$ cat config.mk
export PLATFORM = sky130hd
export DESIGN_NAME = boot_loader
export DESIGN_NICKNAME = d
export VERILOG_FILES = /design/src/rtl/boot_loader.sv
export SDC_FILE = /design/constraint.sdc
export NUM_CORES = 1
export LEC_CHECK = 0
export BUFFER_PORTS_ARGS = -buffer_cell sky130_fd_sc_hd__buf_2
export CORE_UTILIZATION = 45
export CTS_CLUSTER_SIZE = 28
export DETAILED_ROUTE_END_ITERATION = 10
export GPL_TIMING_DRIVEN = 1
export HOLD_SLACK_MARGIN = 0.12
export PLACE_DENSITY = 0.66
export SYNTH_ARGS = -nofsm -noshare
export SYNTH_HDL_FRONTEND = slang
export SYNTH_SLANG_ARGS = --single-unit
$ cat constraint.sdc
create_clock -name clk -period 5.3 [get_ports clk]
set_input_delay 0.795 -clock clk [delete_from_list [all_inputs] [get_ports clk]]
set_output_delay 0.795 -clock clk [all_outputs]
set_load 0.03 [all_outputs]
$ cat src/rtl/boot_loader.sv
// Byte-stream program loader: parses A5-framed UART bytes into 32-bit words,
// writes them to consecutive memory addresses and releases the CPU on a good checksum.
module boot_loader #(
   parameter int unsigned ADDR_W        = 15,
   parameter int unsigned BASE_ADDR     = 0,
   parameter int unsigned TIMEOUT       = 1000000,
   parameter bit          HOLD_AT_RESET = 1'b1
) (
   input  logic              clk,
   input  logic              reset,
   input  logic [7:0]        in_data,
   input  logic              in_valid,
   output logic              in_ready,
   output logic [ADDR_W-1:0] mem_addr,
   output logic [31:0]       mem_wdata,
   output logic              mem_rw,
   output logic              cpu_hold,
   output logic              done,
   output logic              error
);

   typedef enum logic [2:0] {IDLE, CNT_LO, CNT_HI, DATA, CSUM, DONE, ERROR} state_t;

   localparam int unsigned MAX_WORDS = 1 << ADDR_W;
   localparam logic [7:0]  SYNC      = 8'hA5;

   state_t            r_state;
   state_t            w_stateNext;
   logic [7:0]        r_cntLo;
   logic [15:0]       r_count;
   logic [15:0]       r_wordIdx;
   logic [1:0]        r_byteIdx;
   logic [23:0]       r_word;
   logic [7:0]        r_csum;
   logic [31:0]       r_idleCnt;
   logic [ADDR_W-1:0] r_memAddr;
   logic [31:0]       r_memWdata;
   logic              r_memRw;
   logic              r_cpuHold;
   logic              r_done;
   logic              r_error;

   logic              w_accept;
   logic              w_active;
   logic [15:0]       w_count;
   logic              w_tooLong;
   logic              w_lastByte;
   logic              w_lastWord;
   logic [31:0]       w_idleNext;
   logic              w_timeout;

   // The write cycle is the only cycle the loader refuses a byte.
   assign in_ready   = r_memRw;
   assign w_accept   = in_valid & r_memRw;
   assign w_active   = (r_state == CNT_LO) || (r_state == CNT_HI) ||
                       (r_state == DATA)   || (r_state == CSUM);
   assign w_count    = {in_data, r_cntLo};
   assign w_tooLong  = 32'(w_count) > MAX_WORDS;
   assign w_lastByte = (r_byteIdx == 2'd3);
   assign w_lastWord = (r_wordIdx == (r_count - 16'd1));
   assign w_idleNext = r_idleCnt + 32'd1;
   // An accepted byte always beats an expiring timeout.
   assign w_timeout  = (TIMEOUT != 0) && w_active && !w_accept &&
                       (w_idleNext == 32'(TIMEOUT));

   always_ff @(posedge clk or negedge reset) begin
      if (!reset) r_state <= IDLE;
      else        r_state <= w_stateNext;
   end

   always_comb begin
      w_stateNext = r_state;
      if (w_timeout) begin
         w_stateNext = ERROR;
      end else if (w_accept) begin
         case (r_state)
            IDLE, DONE, ERROR: if (in_data == SYNC) w_stateNext = CNT_LO;
            CNT_LO:            w_stateNext = CNT_HI;
            CNT_HI: begin
               if (w_tooLong)            w_stateNext = ERROR;
               else if (w_count == 16'd0) w_stateNext = CSUM;
               else                       w_stateNext = DATA;
            end
            DATA:              if (w_lastByte && w_lastWord) w_stateNext = CSUM;
            CSUM:              w_stateNext = (in_data == r_csum) ? DONE : ERROR;
            default:           w_stateNext = IDLE;
         endcase
      end
   end

   always_ff @(posedge clk or negedge reset) begin
      if (!reset) begin
         r_cntLo    <= 8'h00;
         r_count    <= 16'h0000;
         r_wordIdx  <= 16'h0000;
         r_byteIdx  <= 2'd0;
         r_word     <= 24'h000000;
         r_csum     <= 8'h00;
         r_idleCnt  <= 32'd0;
         r_memAddr  <= ADDR_W'(BASE_ADDR);
         r_memWdata <= 32'h0000_0000;
         r_memRw    <= 1'b1;
         r_cpuHold  <= HOLD_AT_RESET;
         r_done     <= 1'b0;
         r_error    <= 1'b0;
      end else begin
         r_memRw   <= 1'b1;
         r_idleCnt <= (w_active && !w_accept && !w_timeout) ? w_idleNext : 32'd0;
         if (w_timeout) begin
            r_cpuHold <= 1'b1;
            r_done    <= 1'b0;
            r_error   <= 1'b1;
         end else if (w_accept) begin
            case (r_state)
               IDLE, DONE, ERROR: begin
                  if (in_data == SYNC) begin
                     r_cpuHold <= 1'b1;
                     r_done    <= 1'b0;
                     r_error   <= 1'b0;
                     r_csum    <= 8'h00;
                     r_byteIdx <= 2'd0;
                     r_wordIdx <= 16'h0000;
                  end
               end
               CNT_LO: r_cntLo <= in_data;
               CNT_HI: begin
                  r_count   <= w_count;
                  r_byteIdx <= 2'd0;
                  r_wordIdx <= 16'h0000;
                  if (w_tooLong) r_error <= 1'b1;
               end
               DATA: begin
                  r_csum <= r_csum ^ in_data;
                  if (w_lastByte) begin
                     r_memRw    <= 1'b0;
                     r_memWdata <= {in_data, r_word};
                     r_memAddr  <= ADDR_W'(BASE_ADDR + 32'(r_wordIdx));
                     r_wordIdx  <= r_wordIdx + 16'd1;
                     r_byteIdx  <= 2'd0;
                  end else begin
                     case (r_byteIdx)
                        2'd0:    r_word[7:0]   <= in_data;
                        2'd1:    r_word[15:8]  <= in_data;
                        default: r_word[23:16] <= in_data;
                     endcase
                     r_byteIdx <= r_byteIdx + 2'd1;
                  end
               end
               CSUM: begin
                  if (in_data == r_csum) begin
                     r_cpuHold <= 1'b0;
                     r_done    <= 1'b1;
                  end else begin
                     r_cpuHold <= 1'b1;
                     r_error   <= 1'b1;
                  end
               end
               default: ;
            endcase
         end
      end
   end

   assign mem_addr  = r_memAddr;
   assign mem_wdata = r_memWdata;
   assign mem_rw    = r_memRw;
   assign cpu_hold  = r_cpuHold;
   assign done      = r_done;
   assign error     = r_error;

endmodule

==> impl_metrics.yaml, run 1 <==
clock_tree:
  cts_made_buffers: 17
  postCtsResizedCells: 0
  clockBufferDepth: 2
  clk_latency_ps: 430
  cts_hold_buf: 0
  cts_sinks: 160
  htreeDepth: 4
  path_clk_slew_ps: 70
  clock_tree.root_cell: "clkbuf_16"
  cts_tree: "done"
  postCtsSetupBuffers: 0
cells_and_area:
  drive_above_1_share_pct: 27.4
  antenna_cells: 0
  synthToLayoutAreaGrowth_pct: 14.5
  nets: 812
  stdcell_count: 1032
  fillers: 1534
timing:
  rsz0062_at_grt: "false"
  maxSlewViolCount: 0
  slew_headroom_pct: 42.2
  worstMarginPinSlew_ps: 858
  skew_ps: 14.7
  hold_slack_ps: 376
  tns_ps: 0
  report.final.setup_viol: 0
  fin_crit_sh_pct: 68.2
  finalHoldViolCount: 0
  fmax_mhz: 277
  min_period_ps: 3620
setup_path:
  rrSetupSlack_ps: 1680
  r2r_cells: 8
  required_ps: 5580
  crit_fanout: 9
  crit_chain: "ha_1 -> nand3_2 -> nor4_1 -> a21boi_0 -> nor4_1 -> nand4_2 -> nor4b_4 -> nor3_1"
  cp_common_cell: "nor4_1"
  cp.arrival_ps: 3890
  cp_slowest_stage_delay_ps: 800
  crit_path_end_kind: "flop"
  regToRegStartpoint: "r_idleCnt[0]"
  start_kind: "flop"
  regToRegEndpoint: "r_idleCnt[18]"
  worst_path_max_delay_cell: "nor4_1"
  worst-setup-path-type: "flop to flop"
synthesis:
  syn_inst: 740
  ys_seq_area_share_pct: 50.1
  synth_commonest_cells: "158 x dfrtp_1, 97 x mux2_2, 69 x nor2_1"
  ys_ff_latch: 160
  yosysMostFrequentCell: "dfrtp_1"
  synth-edff-count: 0
  syn_avg_cell_area_um2: 10.8
  yosys.cell_types.count: 65
  synth.area.top_cells: "dfrtp_1 49%, mux2_2 14%, xor2_1 4.7%"
  synth_top_cell_by_area: "dfrtp_1"
  ys.flop_type: "dfrtp_1"
  syn_nets: 758
  synthArstFlopShare_pct: 100
  syn_area_um2: 8000
  yosys_warnings: 0
  synth_top_area_share_pct: 49.4
global_routing:
  grt_pass1_wl_um: 29300
  grt_max_degree: 72
  grt_antenna_before_repair: 0
  grt_pass1_vias: 5729
  met3_usage_pct: 4.49
  grt_overflow: 0
  met1_usage_pct: 26.1
  gr-usage-met2_pct: 35.6
  grt_most_used_layer: "met2"
  grt.total_usage_pct: 20.6
run:
  maxCapViolations: 0
pwr:
  p_leak_nw: 4.15
  vdd_drop_max_mv: 0.310
  power.density_nw_per_um2: 488
placement:
  place.gp.congestion: 0.911
  post-dp-hpwl_um: 12200
  portBuffers: 62
  dp.cells: 1000
die:
  design.die.area_um2: 18300
  die_x_um: 135
  start_util_pct: 46.1
  die_y_um: 135
  ios: 63
  core-area_um2: 17400
  rows: 48
hold_path:
  hp-class: "primary input to async pin"
detailed_routing:
  viasPerCell: 5.71
  drt_first_pass_iters: 5
  drtAntennaViolNets: 0
  routed_wl_um: 17800
  wl_per_cell_um: 17.2
  drcViolationCount: 0
  vias: 5890
  drt_iter0_drc: 398
outcome:
  status: "complete, no violations"
[layer usage]
metal  up-vias  share of wire [%]
met5         -                  0
met4         0               0.76
met3        13                3.4
met2       123                 52
met1      3002                 44
li1       2752                  -
[power breakdown]
group          switching (mW)  internal, mW  leakage, nW
Sequential              0.293          1.55         2.11
Clock                   0.542         0.759        0.303
Combinational           0.759         0.571         1.74
[worst max-delay path by stage]
stage	startpoint	to	slack, ps	cells past startpoint
after floorplan	r_idleCnt[0]	r_idleCnt[1]	2300	9
after global placement	r_idleCnt[0]	r_idleCnt[1]	1960	8
after detailed placement	r_idleCnt[0]	r_idleCnt[18]	1710	8
after CTS	r_idleCnt[0]	r_idleCnt[18]	1700	8
after global routing	r_idleCnt[0]	r_idleCnt[18]	1350	8
final	r_idleCnt[0]	r_idleCnt[18]	1680	8
[area by class of cell]
type	count	area (um^2)	share of cell area (%)
timing repair buffer	71	384	4.19
tap	225	282	3.07
clock buffer	17	425	4.64
clock inverter	15	200	2.18
multi-input combinational	533	3820	41.7
inverter	11	41.3	0.451
sequential	160	4010	43.7
[critical path, delay by kind of cell (launching register included)]
kind,cells,cell delay (ps)
compound gates,1,270
fa+ha+maj,1,260
flops,1,450
simple gates,6,2490
[cells by family (layout without fill, tap and decap cells)]
| logic type | after synthesis | in the layout | share of synthesized area [%] |
|---|---|---|---|
| flops | 160 | 160 | 50.1 |
| simple gates | 267 | 267 | 17.6 |
| xor+xnor | 71 | 71 | 7.77 |
| compound gates | 88 | 88 | 7.15 |
| mux | 100 | 100 | 14.0 |
| buf+inv | 47 | 114 | 2.27 |
| fa+ha+maj | 7 | 7 | 1.09 |
[stage by stage]
step,setup slack [ps],util (%),instance area (um^2),power [mW]
3_3_place_gp,1960,49.2,8540,3.12
6_report,1680,52.8,9160,4.47
3_5_place_dp,1710,49.2,8540,3.19
2_1_floorplan,2300,-,8000,2.78
5_1_grt,1350,52.8,9160,4.71
4_1_cts,1700,52.8,9160,4.50
[placed cells by master, fill, tap and decap left out, drive strengths merged, types with 6 or more instances in the layout]
| cell type | count |
|---|---|
| nand2 | 52 |
| xor2 | 43 |
| nand3 | 24 |
| clkbuf | 17 |
| nor4 | 25 |
| or3 | 9 |
| dfrtp | 158 |
| xnor2 | 28 |
| nor3b | 6 |
| and3 | 7 |
| nor2b | 6 |
| nand2b | 8 |
| buf | 71 |
| nand4 | 24 |
| nor2 | 69 |
| o21ai | 39 |
| a21oi | 8 |
| ha | 7 |
| mux2 | 97 |
| nor3 | 16 |
| inv | 18 |
[sequential cells by signal, indices dropped and copies added (netlist names)]
| register | cells |
|---|---|
| cpu_hold | 1 |
| r_count | 16 |
| mem_addr | 15 |
| r_wordIdx | 16 |
| r_state | 3 |
| in_ready | 1 |
| r_word | 24 |
| done | 1 |
| r_idleCnt | 32 |
| r_cntLo | 8 |
| mem_wdata | 32 |
| r_byteIdx | 2 |
| r_csum | 8 |
| error | 1 |
Power figures use the tool's default switching activity.
==> run 2, diff against run 1 <==
- PLACE_DENSITY: 0.66 -> 0.68
- clock period: 5.3 -> 2.94 ns (I/O delays scaled with it)
==> run 2 against run 1 <==
Register-to-register slack worse by 1600 ps. Hold slack better by 18 ps. Highest routed layer unchanged. Sequential power increased by 79%. Critical path type unchanged. Critical endpoint is now r_state[0].
==> impl_metrics.yaml, run 2 (synthesis results as in run 1) <==
timing:
  fin_crit_sh_pct: 96.6
  skew_ps: 21.6
  min_period_ps: 2840
  maxSlewViolCount: 0
  fmax_mhz: 352
  slew_headroom_pct: 63.1
  report.final.setup_viol: 0
  finalHoldViolCount: 0
  setup_ws_ps: 98.6
  worstMarginPinSlew_ps: 553
  rsz0062_at_grt: "true"
placement:
  place.gp.congestion: 0.916
  post-dp-hpwl_um: 12200
  portBuffers: 62
  place_ws_ps: 102
cells_and_area:
  nets: 854
  antenna_cells: 0
  post-route-util_pct: 54.6
  layout_common_cells: "158 x dfrtp_1, 97 x mux2_2, 69 x nor2_1, 61 x buf_2, 51 x nand2_1"
  layout_commonest_cell: "dfrtp_1"
  fillers: 1490
  drive_above_1_share_pct: 31.3
  synthToLayoutAreaGrowth_pct: 18.4
die:
  die_y_um: 135
  rows: 48
  start_util_pct: 46.1
  core-area_um2: 17400
  design.die.area_um2: 18300
  ios: 63
  die_x_um: 135
clock_tree:
  cts_made_buffers: 17
  clk_latency_ps: 440
  path_clk_slew_ps: 70
  clockBufferDepth: 2
  cts_tree: "done"
  clock_tree.root_cell: "clkbuf_16"
  htreeDepth: 4
  cts_sinks: 160
hold_path:
  hp-class: "primary input to flop"
  min_from: "in_data[5]"
  whs_endpoint: "r_csum[5]"
  hold_depth: 3
global_routing:
  grt_pass1_wl_um: 29700
  grt_max_degree: 101
  grt_pass1_vias: 5755
  grt.total_usage_pct: 21.1
  grt_antenna_before_repair: 0
  grt_overflow: 0
detailed_routing:
  drtAntennaViolNets: 0
  viasPerCell: 5.47
  met2_length_um: 8790
  dr_wl_met3_um: 614
  top_layer_used: "met4"
  m1WireLength_um: 8210
  drt_first_pass_iters: 5
  drcViolationCount: 0
  wl_per_cell_um: 16.6
  vias: 5871
  routed_wl_um: 17900
  drt_iter0_drc: 411
pwr:
  vdd_drop_max_mv: 0.572
  power.share.clock_pct: 27.2
  p_leak_nw: 4.36
  power.share.combinational_pct: 31.2
  switching_share_pct: 36.0
  seqPwrFrac_pct: 41.6
  power.density_nw_per_um2: 835
  switchingPower_mw: 2.85
  internal_power_mw: 5.06
setup_path:
  crit_start: "r_idleCnt[11]"
  crit_path_end_kind: "flop"
  regToRegEndpoint: "r_state[0]"
  required_ps: 3250
  crit_fanout: 5
  start_kind: "flop"
  regToRegStartpoint: "r_idleCnt[11]"
  cp.arrival_ps: 3150
  rrSetupSlack_ps: 100
  worst-setup-path-type: "flop to flop"
  r2r_cells: 7
outcome:
  status: "complete, no violations"
run:
  maxCapViolations: 0
## run 2: metal layers
metal | GRT usage (%) | vias up
met5 | 0 | -
met4 | 6.99 | 0
met3 | 4.19 | 17
met2 | 34.6 | 111
met1 | 27.8 | 2910
li1 | - | 2833
## run 2: worst max-delay path: stages, from the launching register on
cell and delay [ps]:
dfrtp_1 440, nand4_1 270, or4_4 510, or3_1 400, a211oi_2 280, nand4_2 230, o41ai_1 400, o21ba_2 200
## run 2: through the flow
stage | area (um^2) | TNS [ps] | power, mW | hold slack (ps) | std cells
global placement | 8830 | 0 | 5.73 | 305 | 1038
finish | 9470 | 0 | 7.91 | 394 | 1074
floorplan | 8000 | 0 | 5.01 | 145 | 740
global route | 9470 | -22.8 | 8.39 | 447 | 1074
detailed placement | 8830 | 0 | 5.79 | 304 | 1038
CTS | 9420 | 0 | 7.99 | 394 | 1071
## run 2: power by group through the flow
| stage | Sequential, mW | Combinational, mW | Clock, mW |
|---|---|---|---|
| 2_1_floorplan | 3.47 | 1.54 | 0 |
| 3_3_place_gp | 3.31 | 2.42 | 0 |
| 3_5_place_dp | 3.33 | 2.47 | 0 |
| 4_1_cts | 3.30 | 2.49 | 2.20 |
| 5_1_grt | 3.39 | 2.71 | 2.29 |
| 6_report | 3.29 | 2.47 | 2.15 |
## run 2: timing repair
item	4_1_cts	5_1_grt
setup endpoints to repair	0	15
setup buffers	0	3
resized for setup	0	6
endpoints found under the hold margin	20	0
hold buffers	1	0
## run 2: worst max-delay path by stage
stage | slack (ps) | end | cells after the start
2_1_floorplan | 8 | r_idleCnt[1] | 9
3_3_place_gp | 150 | r_state[0] | 8
3_5_place_dp | 100 | r_state[0] | 8
4_1_cts | 50 | r_state[0] | 8
5_1_grt | -20 | r_state[0] | 7
6_report | 100 | r_state[0] | 7
## run 2: cell type report
type / count / area, um^2 / share of cell area, %
clock buffer: 20 / 457 / 4.82
timing repair buffer: 113 / 714 / 7.54
tap: 225 / 282 / 2.97
clock inverter: 12 / 114 / 1.20
inverter: 11 / 41.3 / 0.436
sequential: 160 / 4010 / 42.3
multi-input combinational: 533 / 3860 / 40.7
==> run 3, diff against run 2 <==
- CORE_MARGIN: unset -> 2
- SLEW_MARGIN: unset -> 10
==> run 3 against run 2 <==
Non-clock buffer count is 1 lower. First-iteration DRC count fell by 14%. Sequential share of layout area about the same. Worst setup slack improved by 18 ps. Sequential cell count did not move. Cell count barely moved. Final area is 0.11% lower. Critical endpoint unchanged.
==> impl_metrics.yaml, run 3 (synthesis results as in run 1) <==
outcome:
  status: "complete, no violations"
timing:
  fmax_mhz: 354
  maxSlewViolCount: 0
  finalHoldViolCount: 0
  setup_ws_ps: 117
  skew_ps: 17.7
  hold_slack_ps: 435
  fin_crit_sh_pct: 96.0
  worstMarginPinSlew_ps: 560
  tns_ps: 0
  min_period_ps: 2820
  slew_headroom_pct: 62.4
  report.final.setup_viol: 0
  rsz0062_at_grt: "true"
clock_tree:
  cts_sinks: 160
  cts_made_buffers: 17
  cts_tree: "done"
  htreeDepth: 4
  clock_tree.root_cell: "clkbuf_16"
  path_clk_slew_ps: 70
  clockBufferDepth: 2
  clk_latency_ps: 430
setup_path:
  crit_fanout: 4
  cp.arrival_ps: 3130
  crit_path_end_kind: "flop"
  worst-setup-path-type: "flop to flop"
  required_ps: 3250
  start_kind: "flop"
placement:
  dp.cells: 1035
  place_ws_ps: 65.8
  portBuffers: 62
  dpl_cell_area_um2: 8810
  place.gp.congestion: 0.865
  post-dp-hpwl_um: 12400
cells_and_area:
  nets: 853
  synthToLayoutAreaGrowth_pct: 18.3
  drive_above_1_share_pct: 31.1
  layout_common_cells: "158 x dfrtp_1, 97 x mux2_2, 68 x nor2_1, 61 x buf_2, 51 x nand2_1"
  post-route-util_pct: 54.5
  stdcell_count: 1073
  final_area_um2: 9460
  antenna_cells: 0
  layout_commonest_cell: "dfrtp_1"
global_routing:
  grt_overflow: 0
  met1_usage_pct: 26.5
  grt_pass1_wl_um: 29600
  grt_antenna_before_repair: 0
  gr-usage-met2_pct: 34.1
  grt_max_degree: 59
  met3_usage_pct: 3.68
  grt_pass1_vias: 5784
  grt.total_usage_pct: 20.2
  grt_most_used_layer: "met2"
die:
  design.die.area_um2: 18900
  die_x_um: 137
  start_util_pct: 46.1
  core-area_um2: 17400
  die_y_um: 137
  ios: 63
  rows: 48
detailed_routing:
  wl_per_cell_um: 16.8
  viasPerCell: 5.50
  routed_wl_um: 18100
  drt_first_pass_iters: 7
  drt_iter0_drc: 353
  vias: 5906
  drtAntennaViolNets: 0
  drcViolationCount: 0
run:
  maxCapViolations: 0
pwr:
  power.density_nw_per_um2: 841
  vdd_drop_max_mv: 0.667
  power_mw: 7.96
  p_leak_nw: 4.32
hold_path:
  hp-class: "primary input to flop"
-- run 3: changes by cell type in the layout (fill, tap and decap cells not counted), sizes merged --
cell	previous run	this run
clkinv	2	1
inv	20	18
bufinv	0	1
clkinvlp	1	3
buf	112	111
-- run 3: worst paths after layout --
check / start / slack [ps] / cells after the start / to
worst min register to register: mem_addr[1] / 480 / 2 / mem_addr[1]
worst max-delay path: r_idleCnt[0] / 120 / 8 / r_state[0]
max in group asynchronous: reset / 1620 / 3 / r_word[8]
worst min-delay path: in_data[5] / 440 / 3 / r_csum[5]
min in group asynchronous: reset / 530 / 2 / r_idleCnt[6]
worst max register to register: r_idleCnt[0] / 120 / 8 / r_state[0]
-- run 3: metal layers --
layer / up-vias / routed length, um
li1: 2822 / -
met1: 2949 / 8200
met2: 118 / 9010
met3: 17 / 677
met4: 0 / 184
met5: - / 0
-- run 3: cell type report --
class                   count  area [um^2]
clock buffers              20          447
clock inverters            12          121
fillers                  1530         7890
inverters                  11         41.3
multi-input cells         533         3860
flip-flops and latches    160         4010
well taps                 225          282
repair buffers            112          707
-- run 3: worst max-delay path, stage by stage (launching register included) --
cell,delay (ps)
dfrtp_1,350
ha_1,190
nand3_2,80
or4_1,600
or3_1,420
a211oi_2,320
nand4_4,180
o41ai_2,370
o21ba_2,210
-- run 3: timing repair --
action                                 in CTS  in global routing
hold buffers                                1                  0
resized for setup                           1                  5
buffers inserted                            0                  5
pin swaps                                   0                  4
endpoints found under the hold margin      46                  0
setup endpoints to repair                   1                 15
-- run 3: where the power goes --
group,internal (mW),switching (mW)
clock network,1.21,0.953
logic,1.12,1.40
registers,2.79,0.491
